**src/rtl/alarm_pkg.sv**
```systemverilog
// Shared types and constants for the multi-alarm controller.
package alarm_pkg;

  // Width of the per-channel minute counter.
  localparam int unsigned CNT_W = 8;
  // Width of the alarm select / display index.
  localparam int unsigned SEL_W = 3;

  // Per-channel FSM state; plain constants keep older tools happy.
  typedef logic [1:0] alarm_state_t;
  localparam alarm_state_t IDLE    = 2'd0;
  localparam alarm_state_t RINGING = 2'd1;
  localparam alarm_state_t SNOOZED = 2'd2;

endpackage

```
**src/rtl/alarm_channel.sv**
```systemverilog
// One alarm channel: edge-triggered match, ring timeout and optional snooze.
// Snooze support is compiled in only when ALARM_SNOOZE_EN is defined.
module alarm_channel
  import alarm_pkg::*;
#(
  parameter int unsigned TIME_W           = 16,
  parameter int unsigned SNOOZE_MIN       = 9,
  parameter int unsigned RING_TIMEOUT_MIN = 60
) (
  input  logic              i_Clk,
  input  logic              i_Rst_N,
  input  logic              i_Enable,
  input  logic [TIME_W-1:0] i_Time,
  input  logic [TIME_W-1:0] i_Alarm_Time,
  input  logic              i_Minute_Tick,
  input  logic              i_Snooze,
  input  logic              i_Dismiss,
  output logic              o_Ringing,
  output logic              o_Snoozed
);

  alarm_state_t     state_q, state_d;
  logic [CNT_W-1:0] cnt_q, cnt_d;
  logic             match_q, match_d;
  // Low for the first edge after reset so a standing match cannot trigger.
  logic             armed_q;
  logic             trigger;
  logic [CNT_W-1:0] cnt_inc;

`ifndef ALARM_SNOOZE_EN
  logic unused_snooze;
  assign unused_snooze = i_Snooze;
`endif

  // Next-state logic for the channel FSM and minute counter.
  always_comb begin
    match_d = i_Enable && (i_Time == i_Alarm_Time);
    trigger = armed_q && match_d && !match_q;
    cnt_inc = (cnt_q == '1) ? cnt_q : cnt_q + 1'b1;
    state_d = state_q;
    cnt_d   = cnt_q;
    if (!i_Enable) begin
      state_d = IDLE;
      cnt_d   = '0;
    end else begin
      case (state_q)
        IDLE: begin
          if (trigger && !i_Dismiss) begin
            state_d = RINGING;
            cnt_d   = '0;
          end
        end
        RINGING: begin
          if (i_Dismiss) begin
            state_d = IDLE;
            cnt_d   = '0;
`ifdef ALARM_SNOOZE_EN
          end else if (i_Snooze) begin
            state_d = SNOOZED;
            cnt_d   = CNT_W'(SNOOZE_MIN);
`endif
          end else if (i_Minute_Tick) begin
            if (cnt_inc >= CNT_W'(RING_TIMEOUT_MIN)) begin
              state_d = IDLE;
              cnt_d   = '0;
            end else begin
              cnt_d = cnt_inc;
            end
          end
        end
`ifdef ALARM_SNOOZE_EN
        SNOOZED: begin
          if (i_Dismiss) begin
            state_d = IDLE;
            cnt_d   = '0;
          end else if (i_Minute_Tick) begin
            if (cnt_q == CNT_W'(1)) begin
              state_d = RINGING;
              cnt_d   = '0;
            end else if (cnt_q != '0) begin
              cnt_d = cnt_q - 1'b1;
            end
          end
        end
`endif
        default: begin
          state_d = IDLE;
          cnt_d   = '0;
        end
      endcase
    end
  end

  // State registers with synchronous active-low reset.
  always_ff @(posedge i_Clk) begin
    if (!i_Rst_N) begin
      state_q <= IDLE;
      cnt_q   <= '0;
      match_q <= 1'b0;
      armed_q <= 1'b0;
    end else begin
      state_q <= state_d;
      cnt_q   <= cnt_d;
      match_q <= match_d;
      armed_q <= 1'b1;
    end
  end

  assign o_Ringing = (state_q == RINGING);
`ifdef ALARM_SNOOZE_EN
  assign o_Snoozed = (state_q == SNOOZED);
`else
  assign o_Snoozed = 1'b0;
`endif

endmodule

```
**src/rtl/multi_alarm_controller.sv**
```systemverilog
// Multi-channel alarm controller: display select register plus N_ALARMS
// independent alarm channels. Snooze is enabled by defining ALARM_SNOOZE_EN.
module multi_alarm_controller
  import alarm_pkg::*;
#(
  parameter int unsigned N_ALARMS         = 4,
  parameter int unsigned TIME_W           = 16,
  parameter int unsigned SNOOZE_MIN       = 9,
  parameter int unsigned RING_TIMEOUT_MIN = 60
) (
  input  logic                       i_Clk,
  input  logic                       i_Rst_N,
  input  logic                       i_Change_Time,
  input  logic                       i_Change_Alarm,
  input  logic [SEL_W-1:0]           i_Alarm_Sel,
  input  logic                       i_Minute_Tick,
  input  logic                       i_Snooze,
  input  logic                       i_Dismiss,
  input  logic [N_ALARMS-1:0]        i_Alarm_Enables,
  input  logic [TIME_W-1:0]          i_Time,
  input  logic [N_ALARMS*TIME_W-1:0] i_Alarm_Times,
  output logic                       o_Display_Sel,
  output logic [SEL_W-1:0]           o_Display_Idx,
  output logic [N_ALARMS-1:0]        o_Ringing,
  output logic                       o_Alarm_On,
  output logic                       o_Snoozed,
  output logic [N_ALARMS-1:0]        o_Alarm_Enabled
);

  logic             display_sel_q, display_sel_d;
  logic [SEL_W-1:0] display_idx_q, display_idx_d;
  logic [N_ALARMS-1:0] snoozed;

  // Out-of-range selects fall back to channel 0.
  always_comb begin
    display_sel_d = i_Change_Alarm && !i_Change_Time;
    display_idx_d = (32'(i_Alarm_Sel) >= N_ALARMS) ? '0 : i_Alarm_Sel;
  end

  // Display select/index registers.
  always_ff @(posedge i_Clk) begin
    if (!i_Rst_N) begin
      display_sel_q <= 1'b0;
      display_idx_q <= '0;
    end else begin
      display_sel_q <= display_sel_d;
      display_idx_q <= display_idx_d;
    end
  end

  for (genvar k = 0; k < N_ALARMS; k++) begin : g_ch
    alarm_channel #(
      .TIME_W          (TIME_W),
      .SNOOZE_MIN      (SNOOZE_MIN),
      .RING_TIMEOUT_MIN(RING_TIMEOUT_MIN)
    ) u_channel (
      .i_Clk        (i_Clk),
      .i_Rst_N      (i_Rst_N),
      .i_Enable     (i_Alarm_Enables[k]),
      .i_Time       (i_Time),
      .i_Alarm_Time (i_Alarm_Times[k*TIME_W +: TIME_W]),
      .i_Minute_Tick(i_Minute_Tick),
      .i_Snooze     (i_Snooze),
      .i_Dismiss    (i_Dismiss),
      .o_Ringing    (o_Ringing[k]),
      .o_Snoozed    (snoozed[k])
    );
  end

  assign o_Display_Sel   = display_sel_q;
  assign o_Display_Idx   = display_idx_q;
  assign o_Alarm_On      = |o_Ringing;
  assign o_Snoozed       = |snoozed;
  assign o_Alarm_Enabled = i_Alarm_Enables;

endmodule
```
**config.mk**
```make
export PLATFORM = sky130hd
export DESIGN_NAME = multi_alarm_controller
export DESIGN_NICKNAME = d
export VERILOG_FILES = /design/src/rtl/alarm_pkg.sv /design/src/rtl/alarm_channel.sv /design/src/rtl/multi_alarm_controller.sv
export SDC_FILE = /design/constraint.sdc
export NUM_CORES = 1
export LEC_CHECK = 0
export ABC_AREA = 1
export BUFFER_PORTS_ARGS = -buffer_cell sky130_fd_sc_hd__buf_4
export CAP_MARGIN = 20
export CORE_MARGIN = 4
export CORE_UTILIZATION = 54
export CTS_CLUSTER_DIAMETER = 40
export DETAILED_ROUTE_END_ITERATION = 7
export HOLD_SLACK_MARGIN = 0.15
export PLACE_DENSITY = 0.82
export REMOVE_ABC_BUFFERS = 1
export SLEW_MARGIN = 20
export SYNTH_ARGS = -nofsm -noshare
export SYNTH_HDL_FRONTEND = slang
export SYNTH_HIERARCHICAL = 1
export SYNTH_SLANG_ARGS = --single-unit
```
**constraint.sdc**
```tcl
create_clock -name i_Clk -period 1.88 [get_ports i_Clk]
set_input_delay 0 -clock i_Clk [delete_from_list [all_inputs] [get_ports i_Clk]]
set_output_delay 0 -clock i_Clk [all_outputs]
set_load 0.05 [all_outputs]
```
Word-level counts from Yosys, hierarchy flattened
Index checks and enable logic that the tools add are counted.
- flip-flop bits (word level): 49
- add/sub/neg operators: 4
- $lt $le $gt $ge: 5
- equality and inequality tests: 24
- multiplexer cells: 45
- bitwise gates (word level): 1
- reductions and logical operators: 41
- operators by type and width (cell ; number):
    two-way mux 8 bit ; 20
    == test 16 bit ; 4
    one-hot mux 8 bit (2 select lines) ; 4
    adder 8 x 1 -> 8 bit, second input constant ; 4
    == test 8 bit, second input constant ; 4
    greater-or-equal comparator 8 x 6 -> 1 bit, second input constant ; 4
    two-way mux 2 bit ; 16
    != test 3 bit, second input constant ; 8
    logical AND 1 bit ; 17
    one-hot mux 2 bit (2 select lines) ; 4
    AND reduction 2 bit ; 8
    AND reduction 3 bit ; 4
    == test 2 x 1 -> 1 bit, second input constant ; 4
    logical NOT 2 bit ; 4
    != test 2 x 1 -> 1 bit, second input constant ; 4
    logical NOT 1 bit ; 6
    OR reduction 4 bit ; 1
    greater-or-equal comparator 3 bit, second input constant ; 1
    OR reduction 2 bit ; 1
    two-way mux 1 bit ; 1
    NOT 1 bit ; 1

Logic depth before layout (Yosys ltp)
Gate-level depths: netlist of the first run.
- word-level depth: 7
- depth in mapped cells: 13
- mapped depth without buffers: 13

Hierarchy
Netlist of the first run, hierarchy kept.
- by module, submodules not included (module ; instances ; cells each ; area an instance (um^2) ; seq. area each (um^2)):
    alarm_channel ; 4 ; 168 ; 960.9 ; 220.2
    multi_alarm_controller ; 1 ; 23 ; 166.4 ; 80.1

Worst setup path after synthesis of the first run
OpenSTA, ideal clock, no wires.
- path kind: flip-flop to flip-flop
- start point: reg g_ch[0].u_channel.cnt_q[0]
- end point: reg g_ch[0].u_channel.cnt_q[0]
- library setup time: 0.118 ns
- data arrival time: 1.409 ns
- path slack: 0.353 ns
- cell stages (with the launch flop): 11
- buffers on the path: 0
- clock period less this slack: 1.527 ns
- cell sequence: dfxtp_1 > ha_1 > nand2_2 > nor2_2 > nand4_4 > nand2_1 > nand4_1 > nand2_1 > inv_2 > o21ai_4 > nor2_1
- cells in the longest elaborated chain, start to end: 7
- elaborated cells between the ends (all ways): 8
- RTL lines (what ; line ; RTL):
    start, declared ; alarm_channel.sv:23 ; logic [CNT_W-1:0] cnt_q, cnt_d;
    start signal, assigned ; alarm_channel.sv:103 ; cnt_q <= cnt_d;
    adder 8 x 1 -> 8 bit / == test 8 bit (equally long branches) ; alarm_channel.sv:39 ; cnt_inc = (cnt_q == '1) ? cnt_q : cnt_q + 1'b1;
    two-way mux 8 bit * ; alarm_channel.sv:39 ;
    greater-or-equal comparator 8 x 6 -> 1 bit ; alarm_channel.sv:63 ; if (cnt_inc >= CNT_W'(RING_TIMEOUT_MIN)) begin
    two-way mux 8 bit * ; alarm_channel.sv:63 ;
    two-way mux 8 bit * ; alarm_channel.sv:62 ; end else if (i_Minute_Tick) begin
    two-way mux 8 bit * ; alarm_channel.sv:54 ; if (i_Dismiss) begin
    one-hot mux 8 bit (2 select lines) * ; alarm_channel.sv:46 ; case (state_q)
Every way passes the cells marked *; elsewhere a longest branch is shown, timed or not. The select of a mux whose other input is x is not followed.
A chain may end at the register's enable or synchronous reset.

Final worst setup path of the first run
- start point: reg g_ch[3].u_channel.cnt_q[1]
- end point: reg g_ch[3].u_channel.cnt_q[3]
- cells in the longest elaborated chain, start to end: 7
- elaborated cells between the ends (all ways): 8
- RTL lines (what ; line):
    start, declared ; alarm_channel.sv:23
    start signal, assigned ; alarm_channel.sv:103
    adder 8 x 1 -> 8 bit / == test 8 bit (equally long branches) ; alarm_channel.sv:39
    two-way mux 8 bit * ; alarm_channel.sv:39
    greater-or-equal comparator 8 x 6 -> 1 bit ; alarm_channel.sv:63
    two-way mux 8 bit * ; alarm_channel.sv:63
    two-way mux 8 bit * ; alarm_channel.sv:62
    two-way mux 8 bit * ; alarm_channel.sv:54
    one-hot mux 8 bit (2 select lines) * ; alarm_channel.sv:46
Marks and branches as above.

==> impl_metrics.yaml, run 1 <==
status:
  status: "finished, final reports clean"
floorplan:
  initial_core_util: 0.553
  dieArea_um2: 8870
  io_pins: 108
  die_h_um: 94.2
  core_um2: 7250
  rows: 31
  die_w_um: 94.2
global_routing:
  grt_usage: 0.237
  grt_pass1_vias: 3955
  grt.overflow.total: 0
  antenna_found_initial: 0
  grt_pass1_wl_um: 16900
  grt_max_degree: 15
placed_design:
  globalplace.congestion: 0.879
  dp_cells: 887
  io_buffer_count: 105
  dp_hpwl_um: 8270
setup_path:
  crit_chain: "ha_1 > nand2_2 > nor2_2 > nand4_4 > nand2_1 > nand4_1 > nand2_1 > inv_2 > o21ai_4 > nor2_1"
  r2r_slack_ns: 0.15
  crit_arrival_ns: 1.93
  max_stage_delay_ns: 0.36
  critPathSlowestCell: "dfxtp_1"
  endpoint_kind: "flip-flop"
  crit_fanout: 8
  required_ns: 2.08
  timing.rr.start: "g_ch[3].u_channel/cnt_q[1]$_SDFFE_PN0P_"
  crit_type: "reg -> reg"
  crit_path_start: "g_ch[3].u_channel/cnt_q[1]$_SDFFE_PN0P_"
  path_common_cell: "nand2_1"
  r2r-end: "g_ch[3].u_channel/cnt_q[3]$_SDFFE_PN0P_"
  start_kind: "flip-flop"
  r2r_cells: 10
  cp-endpoint: "g_ch[3].u_channel/cnt_q[3]$_SDFFE_PN0P_"
detailed_routing:
  drt-total-wl_um: 10100
  via_per_inst: 4.70
  vias: 4281
  drtIter0Drc: 167
  drc: 0
  ant_nets: 0
  dr.pass1.iters: 5
  wire_per_inst_um: 11.1
cts:
  cts_inserted_buffers: 5
  cts_tree: "built"
  cts_buffer_depth: 2
  clkLatencyLatePin_ns: 0.30
  clock_sinks: 48
  root_buffer: "clkbuf_8"
  clkTransAtPathRegs_ns: 0.09
  cts_max_level: 2
logic_synthesis:
  postSynthAreaPerCell_um2: 5.77
  synthDistinctLibCells: 26
  synth_seq_area_share: 0.240
  synth_warnings: 6
  synthesis.area_um2: 4010
  ys_ff_latch: 48
  synth_cells: 695
hold_path:
  min_path_type: "in -> reg"
final_layout:
  fin_cells: 911
  nets: 910
  fin_util: 0.700
  syn_to_final_growth_pct: 26.7
  drive_above_1_share: 0.227
  diodes: 0
timing:
  slew_viol_final: 0
  clock_skew_ns: 0.00852
  finalHoldWorstSlack_ns: 0.154
  setup_viol: 0
  period_share: 0.920
  hold_viol: 0
  finalCriticalPeriod_ns: 1.73
  clock.fmax_ghz: 0.578
power:
  power_density_nw_per_um2: 420
  power.leakage_nw: 2.96
  peakVddDrop_mv: 0.319
job:
  max-cap-violations: 0
==> final cells by class <==
| class | instances | area, um2 |
|---|---|---|
| multi-input cells | 488 | 2400 |
| clock inverters | 1 | 5.00 |
| inverters | 147 | 552 |
| well taps | 99 | 124 |
| fillers | 658 | 2170 |
| clock buffers | 6 | 72.6 |
| repair buffers | 122 | 953 |
| flip-flops and latches | 48 | 968 |
==> state kept, by name (all words and copies together) (netlist names) <==
name	count
o_Display_Sel	1
g_ch.u_channel/cnt_q	32
o_Display_Idx	3
g_ch.u_channel/armed_q	4
g_ch.u_channel/state_q	4
g_ch.u_channel/match_q	4
==> synthesized netlist by cell type <==
cell	count	area, um2
nor2_2	12	75.1
nand4_1	8	50.1
nor3b_1	4	30.0
nand2_1	232	871
nand4_2	4	50.1
o21ai_4	4	65.1
o21ai_0	20	100
inv_1	139	522
or2_2	8	50.1
a21oi_1	12	60.1
nand2_2	8	50.1
o21ai_1	24	120
inv_2	8	30.0
nand2_4	4	45.0
nand3_1	20	100
nor3_4	4	65.1
ha_1	4	50.1
nand4_4	4	85.1
dfxtp_1	48	961
xor2_1	12	105
conb_1	5	18.8
nor2_1	87	327
buf_6	4	45.0
buf_4	8	60.1
nor3_1	8	40.0
o21ai_2	4	35.0
==> cells in the final DEF (no fill, tap or decap), types with 15 or more instances in the layout <==
cell type        n
dfxtp_1         42
nand2_1        228
dlygate4sd3_1   15
buf_4          107
inv_1          139
o21ai_0         20
o21ai_1         24
nand3_1         20
nor2_1          87
==> per-layer routing <==
metal  track usage  routed length (um)
met5             0                   0
met4        0.0602                 204
met3        0.0417                 413
met2         0.427                5120
met1         0.287                4410
==> through the flow <==
step                cell area, um2  power, mW  setup WS, ns  TNS [ns]
detailed placement            4820       1.55         0.108         0
finish                        5080       2.13         0.150         0
global route                  5080       2.26       -0.0164   -0.0409
global placement              4820       1.54         0.186         0
floorplan                     3910       1.28         0.353         0
CTS                           5040       2.15        0.0867         0
==> report_power, final <==
part / internal [mW] / switching, mW / leakage [nW]
registers: 1.02 / 0.00172 / 0.392
logic: 0.249 / 0.272 / 2.53
clock network: 0.254 / 0.335 / 0.0410
total: 1.53 / 0.608 / 2.96
==> cell families after synthesis <==
logic type | synth area share
xor gates and xnor gates | 0.0262
DFF | 0.240
and+or+nand+nor | 0.458
AOI/OAI and AO/OA | 0.0949
other | 0.00468
buffers and inverters | 0.164
adders and majority gates | 0.0125
==> timing repair <==
item | CTS | global route
setup buffers | 0 | 2
hold buffers | 15 | 0
gates resized for setup | 0 | 11
endpoints found under the hold margin | 19 | 0
endpoints found under the setup margin | 0 | 18
==> how the worst min path moves through the flow <==
| stage | from | endpoint | cells past startpoint |
|---|---|---|---|
| 2_1_floorplan | i_Alarm_Enables[0] | o_Alarm_Enabled[0] | 0 |
| 3_3_place_gp | i_Change_Time | o_Display_Sel$_SDFF_PN0_ | 2 |
| 3_5_place_dp | i_Change_Time | o_Display_Sel$_SDFF_PN0_ | 2 |
| 4_1_cts | i_Alarm_Times[12] | g_ch[0].u_channel/match_q$_SDFF_PN0_ | 8 |
| 5_1_grt | i_Alarm_Times[28] | g_ch[1].u_channel/match_q$_SDFF_PN0_ | 8 |
| 6_report | i_Alarm_Times[60] | g_ch[3].u_channel/match_q$_SDFF_PN0_ | 8 |
==> worst max-delay path, delay by kind of cell, from the launching register on <==
family / cells / cell delay, ns
flops: 1 / 0.36
compound gates: 1 / 0.21
simple gates: 7 / 0.79
fa+ha+maj: 1 / 0.19
buf+inv: 1 / 0.06
Note: power is estimated with default switching activity, not from simulation.
==> run 2: changes to the inputs <==
Settings changed: SETUP_SLACK_MARGIN set to 0.3.
==> run 2 against run 1 <==
- count of clock-buffer cells in the layout is the same
- power grew 0.26%
- sequential power is essentially flat
- setup slack gained 0.041 ns
- utilization grew 5.3 points
- critical path type unchanged
- largest cell class unchanged
- clock skew shrank 0.0011 ns
==> impl_metrics.yaml, run 2 (synthesis gave the netlist of run 1 again) <==
final_layout:
  seq_area_um2: 976
  fin_cells: 935
  design_area_um2: 5470
  largest_reg_flops: 32
  filler_cell_count: 598
  regMostFlops: "g_ch.u_channel/cnt_q"
  syn_to_final_growth_pct: 36.3
  final_cell_mix: "nand2_1, inv_1, buf_4"
  diodes: 0
  nets: 934
  final_common_cell: "nand2_1"
  drive_above_1_share: 0.297
  multi_input_area_um2: 2600
floorplan:
  initial_core_util: 0.553
  die_h_um: 94.2
  rows: 31
  dieArea_um2: 8870
  core_um2: 7250
  die_w_um: 94.2
  io_pins: 108
detailed_routing:
  m1WireLength_um: 4680
  dr.pass1.iters: 4
  vias: 4425
  highest_layer: "met4"
  routed-wl-met2_um: 5760
  drc: 0
  drt-total-wl_um: 11100
  via_per_inst: 4.73
  wl_met3_um: 452
  ant_nets: 0
  drtIter0Drc: 206
  wire_per_inst_um: 11.9
cts:
  clkTransAtPathRegs_ns: 0.08
  root_buffer: "clkbuf_8"
  cts_buffer_depth: 2
  clkLatencyLatePin_ns: 0.30
  cts_inserted_buffers: 5
  clock_sinks: 48
  cts_max_level: 2
  cts_tree: "built"
global_routing:
  antenna_found_initial: 0
  grt.overflow.total: 0
  grt_pass1_vias: 4138
  grt_pass1_wl_um: 18000
  grt_max_degree: 15
  grt_usage: 0.252
setup_path:
  crit_fanout: 6
  start_kind: "flip-flop"
  crit_arrival_ns: 1.88
  r2r_slack_ns: 0.19
  r2r-end: "g_ch[2].u_channel/cnt_q[0]$_SDFFE_PN0P_"
  endpoint_kind: "flip-flop"
  required_ns: 2.07
  timing.rr.start: "g_ch[2].u_channel/cnt_q[0]$_SDFFE_PN0P_"
  r2r_cells: 10
  crit_type: "reg -> reg"
power:
  power_density_nw_per_um2: 391
  p_seq_frac: 0.478
  power.leakage_nw: 3.13
  netSwitchingFraction: 0.287
  pwr-share-comb: 0.246
  p_clk_frac: 0.275
  total_power_mw: 2.14
  peakVddDrop_mv: 0.320
  internal-power_mw: 1.53
  p_switching_mw: 0.614
placed_design:
  place_ws_ns: 0.108
  globalplace.congestion: 0.879
  placed_cell_area_um2: 4820
  dp_hpwl_um: 8270
  dp_cells: 887
  io_buffer_count: 105
job:
  max-cap-violations: 0
timing:
  setup_viol: 0
  slew_viol_final: 0
  rsz0062_at_grt: "true"
  fin_ws_ns: 0.190
  tns_ns: 0
  clock.fmax_ghz: 0.592
  finalCriticalPeriod_ns: 1.69
  clock_skew_ns: 0.00743
  period_share: 0.899
  hold_viol: 0
hold_path:
  hold_start: "i_Alarm_Times[12]"
  hold_end: "g_ch[0].u_channel/match_q$_SDFF_PN0_"
  min_path_type: "in -> reg"
  hold_depth: 8
status:
  status: "finished, final reports clean"
==> run 2: changes by cell type in the layout (fill, tap and decap cells not counted), sizes merged <==
cell  delta
buf     +24
==> run 2: power groups by stage <==
stage | clock network, mW | registers [mW] | logic (mW)
after floorplan | 0 | 1.06 | 0.216
after global placement | 0 | 1.05 | 0.491
after global routing | 0.659 | 1.03 | 0.583
after detailed placement | 0 | 1.05 | 0.497
after CTS | 0.606 | 1.02 | 0.521
final | 0.589 | 1.02 | 0.527
==> run 2: layout make-up <==
class,instances,share of cell area
Multi-Input combinational cell,488,0.475
Timing Repair Buffer,146,0.209
Sequential cell,48,0.178
Inverter,147,0.101
Tap cell,99,0.0227
Clock buffer,6,0.0133
Clock inverter,1,0.000915
==> run 2: routing by layer <==
layer	GRT usage	vias to the layer above
met5	0	-
met4	0.0614	0
met3	0.0449	18
met2	0.463	105
met1	0.299	1957
li1	-	2345
==> run 2: worst max-delay path by stage <==
stage,startpoint,to,slack [ns],cells past startpoint
finish,g_ch[2].u_channel/cnt_q[0]$_SDFFE_PN0P_,g_ch[2].u_channel/cnt_q[0]$_SDFFE_PN0P_,0.19,10
global route,g_ch[2].u_channel/cnt_q[0]$_SDFFE_PN0P_,g_ch[2].u_channel/cnt_q[5]$_SDFFE_PN0P_,0.1,10
CTS,g_ch[2].u_channel/cnt_q[0]$_SDFFE_PN0P_,g_ch[2].u_channel/cnt_q[0]$_SDFFE_PN0P_,0.29,10
detailed placement,g_ch[2].u_channel/cnt_q[0]$_SDFFE_PN0P_,g_ch[2].u_channel/cnt_q[3]$_SDFFE_PN0P_,0.11,10
global placement,g_ch[3].u_channel/cnt_q[0]$_SDFFE_PN0P_,g_ch[3].u_channel/cnt_q[2]$_SDFFE_PN0P_,0.19,10
floorplan,g_ch[0].u_channel/cnt_q[0]$_SDFFE_PN0P_,g_ch[0].u_channel/cnt_q[0]$_SDFFE_PN0P_,0.35,10
==> run 2: critical path, stage by stage, from the launching register on <==
cell	delay, ns
dfxtp_2	0.36
ha_4	0.15
nand2_4	0.06
nor2_4	0.11
nand4_4	0.15
nand2_2	0.13
nand4_1	0.15
nand2_2	0.11
inv_2	0.05
o21ai_4	0.21
nor2_1	0.07
==> run 2: per-stage QoR <==
stage / hold slack (ns) / util
floorplan: 0 / -
global placement: 0.157 / 0.664
detailed placement: 0.166 / 0.664
CTS: 0.151 / 0.733
global route: 0.196 / 0.754
finish: 0.152 / 0.754
==> run 2: timing repair <==
| item | CTS | global route |
|---|---|---|
| pin swaps | 22 | 41 |
| endpoints found under the setup margin | 27 | 29 |
| buffers inserted | 17 | 9 |
| gates resized for setup | 40 | 33 |
| hold buffers | 15 | 0 |
| endpoints found under the hold margin | 19 | 0 |
